[src/rtl/bus_load_unit.sv]
`default_nettype none
// ============================================================================
// Module      : bus_load_unit
// Description : Receiving end of the common bus. Loads the bus value into the
//               register selected by a 3-bit destination code, applies
//               per-register clear/increment controls, issues a registered
//               memory write strobe and keeps a sticky control-conflict flag.
// Revision    : 1.0 - initial release
// ============================================================================
module bus_load_unit #(
    parameter int WIDTH  = 16,
    parameter int AWIDTH = 12
) (
    input  logic              clk,
    input  logic              rst,
    input  logic [WIDTH-1:0]  bus_data,
    input  logic [2:0]        load_sel,
    input  logic [5:0]        inc_en,
    input  logic [5:0]        clr_en,
    output logic [AWIDTH-1:0] ar_q,
    output logic [AWIDTH-1:0] pc_q,
    output logic [WIDTH-1:0]  dr_q,
    output logic [WIDTH-1:0]  ac_q,
    output logic [WIDTH-1:0]  ir_q,
    output logic [WIDTH-1:0]  tr_q,
    output logic              mem_we,
    output logic [AWIDTH-1:0] mem_addr,
    output logic [WIDTH-1:0]  mem_wdata,
    output logic              conflict
);

    localparam logic [2:0] c_SEL_MEM = 3'd7;

    // Register index order shared by inc_en/clr_en/w_load:
    // 0 AR, 1 PC, 2 DR, 3 AC, 4 IR, 5 TR. Destination code = index + 1.
    logic [5:0]                 w_load;
    logic                       w_mem_wr;
    logic                       w_conflict;
    logic [1:0][AWIDTH-1:0]     w_addr_q;
    logic [3:0][WIDTH-1:0]      w_data_q;

    logic                       r_mem_we;
    logic [AWIDTH-1:0]          r_mem_addr;
    logic [WIDTH-1:0]           r_mem_wdata;
    logic                       r_conflict;

    // One-hot load decode from the destination code, plus conflict detect
    always_comb begin
        w_load = '0;
        for (int i = 0; i < 6; i++) begin
            w_load[i] = (load_sel == 3'(i + 1));
        end
        w_mem_wr   = (load_sel == c_SEL_MEM);
        // Clear colliding with load or increment is a control error;
        // load together with increment is legal (load wins).
        w_conflict = |(clr_en & (w_load | inc_en));
    end

    // Address-width registers (AR, PC): clear > load > increment > hold
    generate
        for (genvar gi = 0; gi < 2; gi++) begin : g_addr
            logic [AWIDTH-1:0] r_q;

            // Update one address register
            always_ff @(posedge clk) begin
                if (rst) begin
                    r_q <= '0;
                end else if (clr_en[gi]) begin
                    r_q <= '0;
                end else if (w_load[gi]) begin
                    r_q <= bus_data[AWIDTH-1:0];
                end else if (inc_en[gi]) begin
                    r_q <= r_q + 1'b1;
                end
            end

            assign w_addr_q[gi] = r_q;
        end
    endgenerate

    // Data-width registers (DR, AC, IR, TR) live at register indices 2..5
    generate
        for (genvar gj = 0; gj < 4; gj++) begin : g_data
            logic [WIDTH-1:0] r_q;

            // Update one data register
            always_ff @(posedge clk) begin
                if (rst) begin
                    r_q <= '0;
                end else if (clr_en[gj + 2]) begin
                    r_q <= '0;
                end else if (w_load[gj + 2]) begin
                    r_q <= bus_data;
                end else if (inc_en[gj + 2]) begin
                    r_q <= r_q + 1'b1;
                end
            end

            assign w_data_q[gj] = r_q;
        end
    endgenerate

    // Memory write port: address is AR as it stood before this edge, so a
    // concurrent AR update only shows up on the next write
    always_ff @(posedge clk) begin
        if (rst) begin
            r_mem_we    <= 1'b0;
            r_mem_addr  <= '0;
            r_mem_wdata <= '0;
        end else begin
            r_mem_we <= w_mem_wr;
            if (w_mem_wr) begin
                r_mem_addr  <= w_addr_q[0];
                r_mem_wdata <= bus_data;
            end
        end
    end

    // Sticky conflict flag, cleared only by reset
    always_ff @(posedge clk) begin
        if (rst) begin
            r_conflict <= 1'b0;
        end else if (w_conflict) begin
            r_conflict <= 1'b1;
        end
    end

    assign ar_q      = w_addr_q[0];
    assign pc_q      = w_addr_q[1];
    assign dr_q      = w_data_q[0];
    assign ac_q      = w_data_q[1];
    assign ir_q      = w_data_q[2];
    assign tr_q      = w_data_q[3];
    assign mem_we    = r_mem_we;
    assign mem_addr  = r_mem_addr;
    assign mem_wdata = r_mem_wdata;
    assign conflict  = r_conflict;

endmodule
`default_nettype wire

[config.mk]
export PLATFORM = sky130hd
export DESIGN_NAME = bus_load_unit
export DESIGN_NICKNAME = d
export VERILOG_FILES = /design/src/rtl/bus_load_unit.sv
export SDC_FILE = /design/constraint.sdc
export NUM_CORES = 1
export LEC_CHECK = 0
export CORE_UTILIZATION = 44
export DETAILED_ROUTE_END_ITERATION = 7
export GPL_TIMING_DRIVEN = 0
export PLACE_DENSITY_LB_ADDON = 0.2
export SLEW_MARGIN = 20
export SYNTH_ARGS = -nofsm -noshare
export SYNTH_HDL_FRONTEND = slang
export SYNTH_SLANG_ARGS = --single-unit
[constraint.sdc]
create_clock -name clk -period 1.5 [get_ports clk]
set_clock_uncertainty 0.2 [all_clocks]
set_input_delay 0.3 -clock clk [delete_from_list [all_inputs] [get_ports clk]]
set_output_delay 0.3 -clock clk [all_outputs]
set_load 0.05 [all_outputs]
==> run summary <==
Worst r2r path cells - 6
Synthesized area - 5810 um2
CP required - 1.60 ns
Area contributors post-synth - dfxtp_1 (41%), xnor2_1 (7.2%), a21oi_1 (6.8%)
Post-synth EDFFs - 0
Highest Clock Rate - 624 MHz
Total CTS buffers - 17
Final period utilization - 1.07
Slew Limit Fails - 0
Placed instance area - 7990 um2
Max transition margin - 0.575
Sequential-to-total area share from yosys stat - 0.406
Pin count of the biggest net entering global routing - 17
Yosys reg bits - 118
Post-route setup slack - -0.101 ns
RR Endpoint - tr_q[14]
Warnings from Yosys - 0
Fin util - 0.745
Hold Path Class - input pin to flop
Cell depth of the worst setup path - 6
Tot GR Track Use - 0.311
Worst Setup SP - tr_q[1]
Total grt overflow - 0
PD cells - 884 nW/um2
Syn Nets - 748
Cell taking the most area after synthesis - dfxtp_1
CP Cell Sequence - ha_4 -> nand4_1 -> buf_4 -> nor4_4 -> xnor2_1 -> a21oi_1
Syn Area/Cell - 8.20 um2
Leak pwr - 3.70 nW
Final WL - 21600 um
Final Setup Violations - 25
Final hold violations - 0
Max-Cap Viols - 0
Layout cells sized above 1 - 0.437
Die Wd - 117 um
Initial antenna violation count - 1
CP top delay family - flip-flops
Mux cell area share after synthesis - 0.0155
Pre-CTS WS - -0.786 ns
Via density - 5.78
Worst Tran Pin Value - 0.636 ns
DRT iter0 DRCs - 599
CP peak stage delay - 0.38 ns
Library cells used by synthesis - 38
Async SR Flop Fraction - 0
Core area - 12800 um2
Wirelength per Cell - 19.6 um
Drt drc - 0
Placer Congestion - 0.861
Yosys top cell area share - 0.406
TritonCTS clock tree - built
Clk sinks - 118
Compound-Gate Fraction of Synth Area - 0.181
Synth Area in XOR/XNOR - 0.107
Status - finished, violations left
I/O pins - 151
Most numerous cell in the Yosys netlist - dfxtp_1
Area delta synth->final - 63.8%
Post-Synth Adder-Cell Area - 0.0129
Vias in the first global route - 6077
RSZ-0062 raised after global routing - true
Cell Count, Final, Fillers Out - 1107
Simple-gate share of the synthesized area - 0.240
Root Driver - clkbuf_16
Vias - 6401
Post-DP HPWL - 13900 um
Largest family of logic cells by synthesized area - simple AND/OR/NAND/NOR gates
CP max-delay cell - dfxtp_4
Final-layout fill cell count - 879
Detail Route Antenna Nets - 0
Primary FF master, synth - dfxtp_1
CP endpoint - tr_q[14]
Post-synthesis cell count - 709
IO buf count - 145
R2r setup slk - -0.10 ns
Initial Utilization - 0.455
Hold slack - 0.0754 ns
Peak supply drop - 0.822 mV
Failing checks - setup timing
Longest Clk Path Bufs - 2
Setup TNS - -0.891 ns
Inst Count DP - 1026
Setup Crit Path Kind - flop to flop
Die area - 13700 um2
Die Y - 117 um
Final worst path period need - 1.60 ns
RR Startpoint - tr_q[1]
Top cells by count, synth - dfxtp_1 (118), nand2_1 (94), a21oi_1 (79), o21ai_0 (60), nor2_1 (54)
Fin area - 9520 um2
Worst skew pair latency - 0.42 ns
Nets@finish - 960
CP startpoint kind - flop
Row count - 41
Htree depth - 4
Largest fanout on the critical path - 5
Tot Pwr - 8.42 mW
CP Capture Type - flop
Global-route wire length before repair - 31900 um
WP buf/inv - 1
CP arrival - 1.70 ns
DR pass1 iterations - 5
Clk pin slew, worst setup/hold paths - 0.06 ns
timing repair:
item	4_1_cts	5_1_grt
setup buffers	21	26
gates resized for setup	822	135
gates cloned	2	0
hold buffers	0	0
endpoints found under the setup margin	236	137
pin swaps	37	50
hold endpoints to repair	0	0
kinds of logic (layout without fill, tap and decap cells):
kind of cell	Yosys count	count (layout)
AND/OR/NAND/NOR	273	274
AO/OA/AOI/OAI	182	182
flip-flops	118	118
XOR/XNOR	71	71
buffers and inverters	50	274
multiplexers	9	9
adder cells (fa/ha/maj)	6	6
other	0	1
final cells by class:
class	count	area [um2]	share of cell area
antenna	1	2.50	0.000263
timing repair buffer	193	1930	0.202
clock buffer	17	425	0.0447
multi-input combinational	542	3850	0.404
sequential	118	2650	0.278
clock inverter	15	156	0.0164
buffer	41	274	0.0288
tap	172	215	0.0226
inverter	8	30.0	0.00315
worst min path at each step:
stage                       startpoint           end  slack, ns  depth (start not counted)
after global placement    mem_wdata[1]  mem_wdata[1]       0.24                          2
final                        inc_en[2]       dr_q[0]       0.08                          3
after global routing         inc_en[2]       dr_q[0]       0.07                          3
after detailed placement   mem_addr[9]   mem_addr[9]       0.25                          2
after floorplan            bus_data[0]  mem_wdata[0]       0.24                          2
after CTS                    inc_en[2]       dr_q[0]       0.07                          3
worst reg2reg max path: stages, from the launching register on:
cell     delay [ns]
dfxtp_4        0.38
ha_4           0.15
nand4_1        0.17
buf_4          0.21
nor4_4         0.14
xnor2_1        0.15
a21oi_1        0.08
registers in the layout, indices dropped and copies added (netlist names):
name       cells
mem_we         1
conflict       1
dr_q          16
ac_q          16
ar_q          12
pc_q          12
tr_q          16
mem_addr      12
mem_wdata     16
ir_q          16
layout by cell type (no fill, tap or decap), drive strengths merged, types with 21 or more instances in the layout:
cell / Yosys / layout
nor2: 54 / 54
a21oi: 79 / 79
nor3: 21 / 21
dfxtp: 118 / 118
clkdlybuf4s50: 0 / 22
a211oi: 33 / 33
nand4: 29 / 30
nand2: 94 / 94
clkbuf: 23 / 38
o21ai: 60 / 60
xor2: 23 / 23
xnor2: 48 / 48
nor4: 21 / 21
buf: 19 / 188
where the power goes:
part	switching (mW)	total (mW)	internal [mW]
Combinational	0.724	1.15	0.430
Clock	1.56	4.00	2.44
Sequential	0.132	3.26	3.13
metal layers:
layer / up-vias / share of wire / wire length [um] / GRT usage
li1: 2970 / - / - / -
met1: 3092 / 0.40 / 8620 / 0.383
met2: 276 / 0.49 / 10600 / 0.509
met3: 63 / 0.075 / 1620 / 0.0808
met4: 0 / 0.037 / 792 / 0.148
met5: - / 0 / 0 / 0
No activity file was read; power rests on OpenSTA's default activity.
